$ cat config.mk
export PLATFORM = sky130hd
export DESIGN_NAME = imem_loader_flat
export DESIGN_NICKNAME = d
export VERILOG_FILES = /design/src/rtl/imem_loader_if.sv /design/src/rtl/imem_loader.sv /design/src/flat_wrapper.sv
export SDC_FILE = /design/constraint.sdc
export NUM_CORES = 1
export LEC_CHECK = 0
export ABC_CLOCK_PERIOD_IN_PS = 2500
export BUFFER_PORTS_ARGS = -buffer_cell sky130_fd_sc_hd__buf_2
export CAP_MARGIN = 40
export CORE_ASPECT_RATIO = 1.2
export CORE_MARGIN = 5
export CORE_UTILIZATION = 30
export CTS_CLUSTER_SIZE = 12
export DETAILED_ROUTE_END_ITERATION = 7
export GPL_TIMING_DRIVEN = 0
export HOLD_SLACK_MARGIN = 0.12
export PLACE_DENSITY = 0.55
export SETUP_SLACK_MARGIN = 0.1
export SYNTH_ARGS = -nofsm -noshare
export SYNTH_HDL_FRONTEND = slang
export SYNTH_SLANG_ARGS = --single-unit
export TNS_END_PERCENT = 5
$ cat constraint.sdc
create_clock -name clk -period 2.5 [get_ports clk]
set_clock_uncertainty 0.2 [all_clocks]
set_input_delay 0.5 -clock clk [delete_from_list [all_inputs] [get_ports clk]]
set_output_delay 0.5 -clock clk [all_outputs]
set_load 0.02 [all_outputs]
$ cat src/rtl/imem_loader_if.sv
// Byte-stream input handshake plus byte-write bus towards instruction memory.
interface imem_loader_if #(
  parameter int unsigned ADDR_W = 5
);
  logic              in_valid;
  logic [7:0]        in_data;
  logic              in_ready;
  logic              mem_we;
  logic [ADDR_W-1:0] mem_addr;
  logic [7:0]        mem_wdata;

  // Environment side: drives the byte stream, observes the memory writes.
  modport master (
    output in_valid, in_data,
    input  in_ready, mem_we, mem_addr, mem_wdata
  );

  // Loader side.
  modport slave (
    input  in_valid, in_data,
    output in_ready, mem_we, mem_addr, mem_wdata
  );
endinterface

$ cat src/rtl/imem_loader.sv
// Framed byte-serial loader for the instruction memory. Accepts
// length / payload / checksum frames, writes payload bytes in order and
// releases the processor (cpu_run) once the checksum verifies.
module imem_loader #(
  parameter int unsigned MEM_BYTES = 32,
  parameter int unsigned ADDR_W    = 5
) (
  input  logic              clk,
  input  logic              rst_n,
  input  logic              start,
  imem_loader_if.slave      bus,
  output logic [ADDR_W-1:0] words_loaded,
  output logic              busy,
  output logic              cpu_run,
  output logic              err
);

  typedef enum logic [2:0] {
    S_IDLE,
    S_LEN,
    S_DATA,
    S_CHK,
    S_DONE,
    S_ERR
  } state_e;

  // Counter is two bits wider than the byte address so it can be compared
  // directly against 4*N.
  localparam int unsigned CW        = ADDR_W + 2;
  localparam logic [7:0]  MAX_WORDS = 8'(MEM_BYTES / 4);

  state_e            state_q, state_d;
  logic [CW-1:0]     cnt_q, cnt_d;
  logic [7:0]        xor_q, xor_d;
  logic [ADDR_W-1:0] len_q, len_d;
  logic [ADDR_W-1:0] words_q, words_d;
  logic              we_q, we_d;
  logic [ADDR_W-1:0] addr_q, addr_d;
  logic [7:0]        wdata_q, wdata_d;
  logic              busy_q, busy_d;
  logic              run_q, run_d;
  logic              err_q, err_d;

  logic in_ready_w;
  logic xfer;
  logic start_ok;
  logic len_bad;
  logic last_byte;
  logic chk_ok;

  assign in_ready_w = (state_q == S_LEN) || (state_q == S_DATA) || (state_q == S_CHK);
  assign xfer       = bus.in_valid && in_ready_w;
  assign start_ok   = start && ((state_q == S_IDLE) || (state_q == S_DONE) || (state_q == S_ERR));
  assign len_bad    = (bus.in_data == 8'd0) || (bus.in_data > MAX_WORDS);
  assign last_byte  = ((cnt_q + CW'(1)) == {len_q, 2'b00});
  assign chk_ok     = (bus.in_data == xor_q);

  // State register.
  always_ff @(posedge clk or negedge rst_n) begin
    if (!rst_n) begin
      state_q <= S_IDLE;
    end else begin
      state_q <= state_d;
    end
  end

  // Next-state decode.
  always_comb begin
    state_d = state_q;
    case (state_q)
      S_IDLE, S_DONE, S_ERR: if (start_ok) state_d = S_LEN;
      S_LEN:  if (xfer) state_d = len_bad ? S_ERR : S_DATA;
      S_DATA: if (xfer && last_byte) state_d = S_CHK;
      S_CHK:  if (xfer) state_d = chk_ok ? S_DONE : S_ERR;
      default: state_d = S_IDLE;
    endcase
  end

  // Next values for the registered outputs and the load datapath.
  always_comb begin
    busy_d  = (state_d == S_LEN) || (state_d == S_DATA) || (state_d == S_CHK);
    run_d   = (state_d == S_DONE);
    err_d   = (state_d == S_ERR);
    cnt_d   = cnt_q;
    xor_d   = xor_q;
    len_d   = len_q;
    words_d = words_q;
    we_d    = 1'b0;
    addr_d  = addr_q;
    wdata_d = wdata_q;
    if (start_ok) begin
      cnt_d = '0;
      xor_d = '0;
    end
    if (xfer) begin
      case (state_q)
        S_LEN:  len_d = bus.in_data[ADDR_W-1:0];
        S_DATA: begin
          we_d    = 1'b1;
          addr_d  = cnt_q[ADDR_W-1:0];
          wdata_d = bus.in_data;
          cnt_d   = cnt_q + CW'(1);
          xor_d   = xor_q ^ bus.in_data;
        end
        S_CHK:  if (chk_ok) words_d = len_q;
        default: ;
      endcase
    end
  end

  // Registered outputs and datapath state.
  always_ff @(posedge clk or negedge rst_n) begin
    if (!rst_n) begin
      cnt_q   <= '0;
      xor_q   <= '0;
      len_q   <= '0;
      words_q <= '0;
      we_q    <= 1'b0;
      addr_q  <= '0;
      wdata_q <= '0;
      busy_q  <= 1'b0;
      run_q   <= 1'b0;
      err_q   <= 1'b0;
    end else begin
      cnt_q   <= cnt_d;
      xor_q   <= xor_d;
      len_q   <= len_d;
      words_q <= words_d;
      we_q    <= we_d;
      addr_q  <= addr_d;
      wdata_q <= wdata_d;
      busy_q  <= busy_d;
      run_q   <= run_d;
      err_q   <= err_d;
    end
  end

  assign bus.in_ready  = in_ready_w;
  assign bus.mem_we    = we_q;
  assign bus.mem_addr  = addr_q;
  assign bus.mem_wdata = wdata_q;
  assign words_loaded  = words_q;
  assign busy          = busy_q;
  assign cpu_run       = run_q;
  assign err           = err_q;

endmodule

$ cat src/flat_wrapper.sv
// flat-port wrapper written by rule: the top's interface ports become plain ports
module imem_loader_flat 
#(
  parameter int unsigned MEM_BYTES = 32,
  parameter int unsigned ADDR_W    = 5
)
  (clk, rst_n, start, words_loaded, busy, cpu_run, err, bus_in_valid, bus_in_data, bus_in_ready, bus_mem_we, bus_mem_addr, bus_mem_wdata);
  imem_loader_if #(.ADDR_W(ADDR_W)) bus_i ();
  input  logic clk;
  input  logic rst_n;
  input  logic start;
  output logic [ADDR_W-1:0] words_loaded;
  output logic busy;
  output logic cpu_run;
  output logic err;
  input wire logic [$bits(bus_i.in_valid)-1:0] bus_in_valid;
  input wire logic [$bits(bus_i.in_data)-1:0] bus_in_data;
  output wire logic [$bits(bus_i.in_ready)-1:0] bus_in_ready;
  output wire logic [$bits(bus_i.mem_we)-1:0] bus_mem_we;
  output wire logic [$bits(bus_i.mem_addr)-1:0] bus_mem_addr;
  output wire logic [$bits(bus_i.mem_wdata)-1:0] bus_mem_wdata;
  assign bus_i.in_valid = bus_in_valid;
  assign bus_i.in_data = bus_in_data;
  assign bus_in_ready = bus_i.in_ready;
  assign bus_mem_we = bus_i.mem_we;
  assign bus_mem_addr = bus_i.mem_addr;
  assign bus_mem_wdata = bus_i.mem_wdata;
  imem_loader #(.MEM_BYTES(MEM_BYTES), .ADDR_W(ADDR_W)) u_core (.clk(clk), .rst_n(rst_n), .start(start), .bus(bus_i), .words_loaded(words_loaded), .busy(busy), .cpu_run(cpu_run), .err(err));
endmodule
**Word level (Yosys, flattened, before mapping)**

Cells that the tools add are included.

- Output and inout bits: 23
- Bits of input ports: 12
- Bits in registers: 45
- Logic and storage cells: 57

- Add/sub/neg operators: 1
- Eq/ne operators: 12
- Bitwise gates (word level): 1
- Reductions and logical operators: 16
- Muxes and demuxes: 15
- Order comparisons: 1

Operators with widths:

| operator | number |
|---|---|
| $mux 8 | 3 |
| $mux 7 | 3 |
| $mux 3 | 5 |
| $eq 3x2->1 const B | 4 |
| $eq 3x3->1 const B | 4 |
| $pmux 3 s4 | 1 |
| $eq 8x8->1 | 1 |
| $gt 8x4->1 const B | 1 |
| $logic_not 8->1 | 1 |
| $xor 8x8->8 | 1 |
| $add 7x1->7 const B | 1 |
| $eq 7x7->1 | 1 |
| $logic_or 1x1->1 | 7 |
| $eq 3x1->1 const B | 2 |
| $reduce_and 2->1 | 2 |
| $logic_and 1x1->1 | 3 |
| $logic_not 3->1 | 1 |
| $mux 1 | 3 |
| $reduce_and 3->1 | 1 |
| $reduce_or 3->1 | 1 |

**Logic depth before layout (Yosys ltp)**

- Word-level depth: 10
- Depth in mapped cells: 7

**Least setup slack after synthesis**

OpenSTA, ideal clock, no wires.

- Path kind: input -> register
- Start point: in bus_in_data[2]
- End point: reg u_core.words_q[0] (netlist: u_core.words_loaded[0])
- Setup slack: 0.647 ns
- Library setup time: 0.125 ns
- Data arrival time: 1.529 ns
- Data required time: 2.175 ns
- Stages on the path: 6
- Cell sequence: xnor2_1 nand4_1 nor2_1 and4_1 buf_2 mux2_2

- Longest elaborated chain between the ends: 2

Ends and longest elaborated chain:

| what | line | text |
|---|---|---|
| start: declaration | flat_wrapper.sv:17 | `input wire logic [$bits(bus_i.in_data)-1:0] bus_in_data;` |
| $eq 8x8->1 | imem_loader.sv:56 | `assign chk_ok = (bus.in_data == xor_q);` |
| $reduce_and 3->1 (no line) | - |  |
| end signal: assignment | imem_loader.sv:128 | `words_q <= words_d;` |
| end: declaration | imem_loader.sv:36 | `logic [ADDR_W-1:0] words_q, words_d;` |

No other way between the ends.
A chain may end at the register's enable or synchronous reset.

**Worst setup path after layout**

- Start point: reg u_core.state_q[1]
- End point: out bus_in_ready

- Longest elaborated chain between the ends: 3
- Elaborated cells on any way between the ends: 5

Ends and longest elaborated chain:

| what | line | text |
|---|---|---|
| start: declaration | imem_loader.sv:32 | `state_e state_q, state_d;` |
| start signal: assignment | imem_loader.sv:63 | `state_q <= state_d;` |
| $eq 3x1->1 / $eq 3x2->1 (equally long branches) | imem_loader.sv:51 | `assign in_ready_w = (state_q == S_LEN) \|\| (state_q == S_DATA) \|\| (state_q == S_CHK);` |
| $logic_or 1x1->1 | imem_loader.sv:51 |  |
| $logic_or 1x1->1 * | imem_loader.sv:51 |  |
| end: declaration | flat_wrapper.sv:18 | `output wire logic [$bits(bus_i.in_ready)-1:0] bus_in_ready;` |

Every way passes the cells marked *; elsewhere a longest branch is shown, timed or not.

==> results by stage <==
Status:
- The flow ran to the end, and the final reports show no timing, DRC or antenna violations.

Floorplan:
- The die covers 8770 µm².
- 35 I/O pins were placed.
- The die is 102 µm tall.
- The initialized floorplan defines 33 standard-cell rows.
- The horizontal extent of the die is 86.3 µm.
- The initial standard-cell utilization of the core is 0.308.
- The core box area is 6810 µm².

Setup path:
- The critical path contains buffers and inverters numbering 3 combined.
- The worst register-to-register path begins at u_core.cnt_q[0].
- The worst setup path is launched from a flip-flop.
- The cell that appears most often on the critical path is buf_2.
- Data on the critical path arrives at its endpoint at 1530 ps.
- The number of cells on the worst reg-to-reg path is 5.
- The cell class contributing the biggest share of worst-path delay is buffers and inverters.
- The slowest stage of the critical path belongs to the cell dfrtp_1.
- The kind of capture point of the worst setup path is an output port.
- The worst register-to-register path ends at u_core.state_q[0].
- The kind of critical path is reg -> out.
- Across all register-to-register paths, the minimum setup slack is 480 ps.
- The signal on the critical path passes through buf_2, o21ai_2, inv_1, buf_2.
- In this run the worst path has a maximum fanout of 10.
- The required time of the worst setup path is 1800 ps.
- The delay contributed by the slowest stage of the critical path is 410 ps.

Clock network:
- The number of clock sinks is 45.
- The later-pin clock latency in the skew report is 300 ps.
- The total number of H-tree levels is 2.
- TritonCTS built the clock tree.
- Buffers inserted during clock tree synthesis total 5.
- The tree is rooted in a clkbuf_8.
- The clock tree buffer depth is 2.
- The post-CTS setup repair buffer count is 0.
- Clock-pin slew was measured on the worst setup and hold paths at 80 ps.

Yosys:
- The mean cell area of the mapped netlist is 10.2 µm².
- Of all flip-flops after synthesis, the portion carrying an async set or reset was 1.00.
- The number of distinct standard cells referenced by the synthesized netlist is 35.
- During synthesis, Yosys emitted a total of 0 warnings.
- The synthesized netlist occupies a cell area of 2100 µm².
- For this run, the leading register cell type out of synthesis is dfrtp_1.
- The cell count after synthesis is 205.
- The synthesized flop and latch total is 45.
- The number of nets in the synthesized netlist is 219.
- In this run, synthesis inferred 0 flip-flops with an integrated enable.
- The share of the Yosys chip area taken by registers is 0.537.

Timing:
- In the finished design, the share of the clock period the worst path needs comes to 0.891.
- For the final routed database, the setup TNS stands at 0 ps.
- Setup repair after global routing left no endpoint under its margin.
- The worst hold slack after final layout is 258 ps.
- Setup violations remaining at the end of the flow were counted as 0.
- The slack of the critical path is 272 ps.
- In this run the tightest slew margin relative to its limit is 0.601.
- Static timing analysis puts the maximum clock frequency at 449 MHz.
- The actual transition at the worst max-transition pin is 598 ps.
- The number of endpoints with negative hold slack in the final report is 0.
- The shortest clock period the worst path allows after layout is 2230 ps.
- The number of pins exceeding their max-slew limit in the final report is 0.

Placed design:
- The final weighted congestion in routability-driven placement is 0.762.
- Buffers placed on the I/O ports in this run total 34.
- Detailed placement ended at an HPWL of 3440 µm.
- The setup slack at placement is 257 ps.
- The cell area after placement is 2400 µm².

Layout:
- Leaving out fill and tap cells, the most frequent cell in the layout is dfrtp_1.
- The fraction of layout instances using a drive strength above 1 is 0.253.
- The net count of the finished layout is 262.
- From synthesis to final layout, the design area changed by 20.4%.
- The diode insertion count for antenna repair is 0.
- The top cell types in the final layout, fill and taps aside, are dfrtp_1, buf_2, nand2_1.
- The final design area excluding fillers is 2520 µm².

Global routing:
- Entering global routing, the biggest net connects 30 pins.
- The via count of the first global-routing pass is 1,534.
- The wire length of the first global-routing pass is 8010 µm.
- The global router's overall resource usage is 0.118.
- Summed over all layers, the global routing overflow is 0.
- The number of antenna violations at the first check in global routing is 0.

Min path:
- The launch point of the worst hold path is start.
- The tightest min-delay check is of the in -> reg type.
- The cell depth of the worst hold path is 2.
- For hold timing, the worst endpoint is u_core.state_q[2].

Routing:
- The post-detailed-route via-to-cell ratio is 4.61.
- The final layout contains routed wiring with a total length of 4650 µm.
- The detail route stage leaves a number of antenna-violating nets equal to 0.
- The count of TritonRoute iterations in the first routing pass is 4.
- After the first detailed-routing iteration, the DRC count stood at 88.
- After detailed routing, the average wire length per cell comes to 13.8 µm.
- After detailed routing, the number of remaining DRC violations is 0.
- The total vias in the final route is 1,549.

Power:
- The peak supply drop is 0.242 mV.
- In this run the static leakage power is 1.31 nW.
- In this run the power density over the cells is 613 nW/µm².
- The total power draw is 1.55 mW.

Run:
- Across the run, the number of max-cap violations was 0.
-- through the flow --
step                cells   util
floorplan             205      -
global route          336  0.371
finish                336  0.371
detailed placement    327  0.352
global placement      326  0.349
CTS                   336  0.371
-- per-layer routing --
metal  vias to the layer above  track usage  wire length (µm)
met4                         0       0.0408                62
met3                         7       0.0309               191
met1                       738        0.159              2120
met5                         -            0                 0
met2                        31        0.185              2280
li1                        773            -                 -
-- power by group --
part,switching (mW),internal (mW),leakage (nW),total [mW]
Combinational,0.111,0.0825,0.654,0.194
Sequential,0.0277,0.760,0.606,0.788
Clock,0.265,0.299,0.0543,0.565
Total,0.404,1.14,1.31,1.55
-- cell type report --
cell class / count / area (µm²)
Inverter: 5 / 18.8
Tap cell: 87 / 109
Fill cell: 719 / 4290
Sequential cell: 45 / 1130
Buffer: 7 / 32.5
Clock buffer: 5 / 68.8
Clock inverter: 3 / 46.3
Timing Repair Buffer: 36 / 200
Multi-Input combinational cell: 148 / 923
-- worst max-delay path by stage --
stage                       from                      to  slack [ps]  cells after the start
2_1_floorplan     bus_in_data[2]  u_core.words_loaded[0]         650                      6
3_3_place_gp      bus_in_data[2]  u_core.words_loaded[2]         260                      7
3_5_place_dp      bus_in_data[2]  u_core.words_loaded[2]         260                      7
4_1_cts        u_core.state_q[1]            bus_in_ready         230                      4
5_1_grt        u_core.state_q[1]            bus_in_ready         100                      4
6_report       u_core.state_q[1]            bus_in_ready         270                      4
-- synthesized netlist by cell type (2+ instances only) --
master,number,share of area
nand3_1,3,0.0072
and3_1,2,0.0060
nor3b_1,2,0.0072
nand2_1,38,0.068
o31ai_1,2,0.0072
clkbuf_1,2,0.0036
ha_1,2,0.012
and2_1,4,0.012
o21ai_0,19,0.045
mux2_2,10,0.054
nor2_1,20,0.036
dfrtp_1,45,0.54
buf_2,4,0.0095
xor2_1,12,0.050
inv_1,4,0.0072
nand4_1,2,0.0060
a21oi_1,4,0.0095
xnor2_1,13,0.054
-- kinds of logic (layout without fill, tap and decap cells) --
family | after synthesis | count (layout) | share of synthesized area
simple gates | 80 | 80 | 0.181
flops | 45 | 45 | 0.537
buf+inv | 12 | 56 | 0.0245
fa+ha+maj | 2 | 2 | 0.0119
compound gates | 31 | 31 | 0.0877
mux | 10 | 10 | 0.0537
xor+xnor | 25 | 25 | 0.104
-- worst register-to-register path: stages (launching register included) --
cell	delay, ps
dfrtp_1	440
ha_1	290
and3_1	230
and3_2	240
xnor2_1	130
o41ai_1	380
-- repair_timing --
item	CTS	global route
hold buffers	1	0
hold endpoints to repair	16	0
endpoints found under the setup margin	1	0
resized for setup	1	0
-- state kept, by name, indices dropped and copies added, names as in the netlist --
name	flops
u_core.xor_q	8
u_core.busy	1
u_core.cnt_q	7
u_core.bus.mem_addr	5
u_core.bus.mem_wdata	8
u_core.len_q	5
u_core.err	1
u_core.state_q	3
u_core.cpu_run	1
u_core.bus.mem_we	1
u_core.words_loaded	5
No activity file was read; power rests on OpenSTA's default activity.
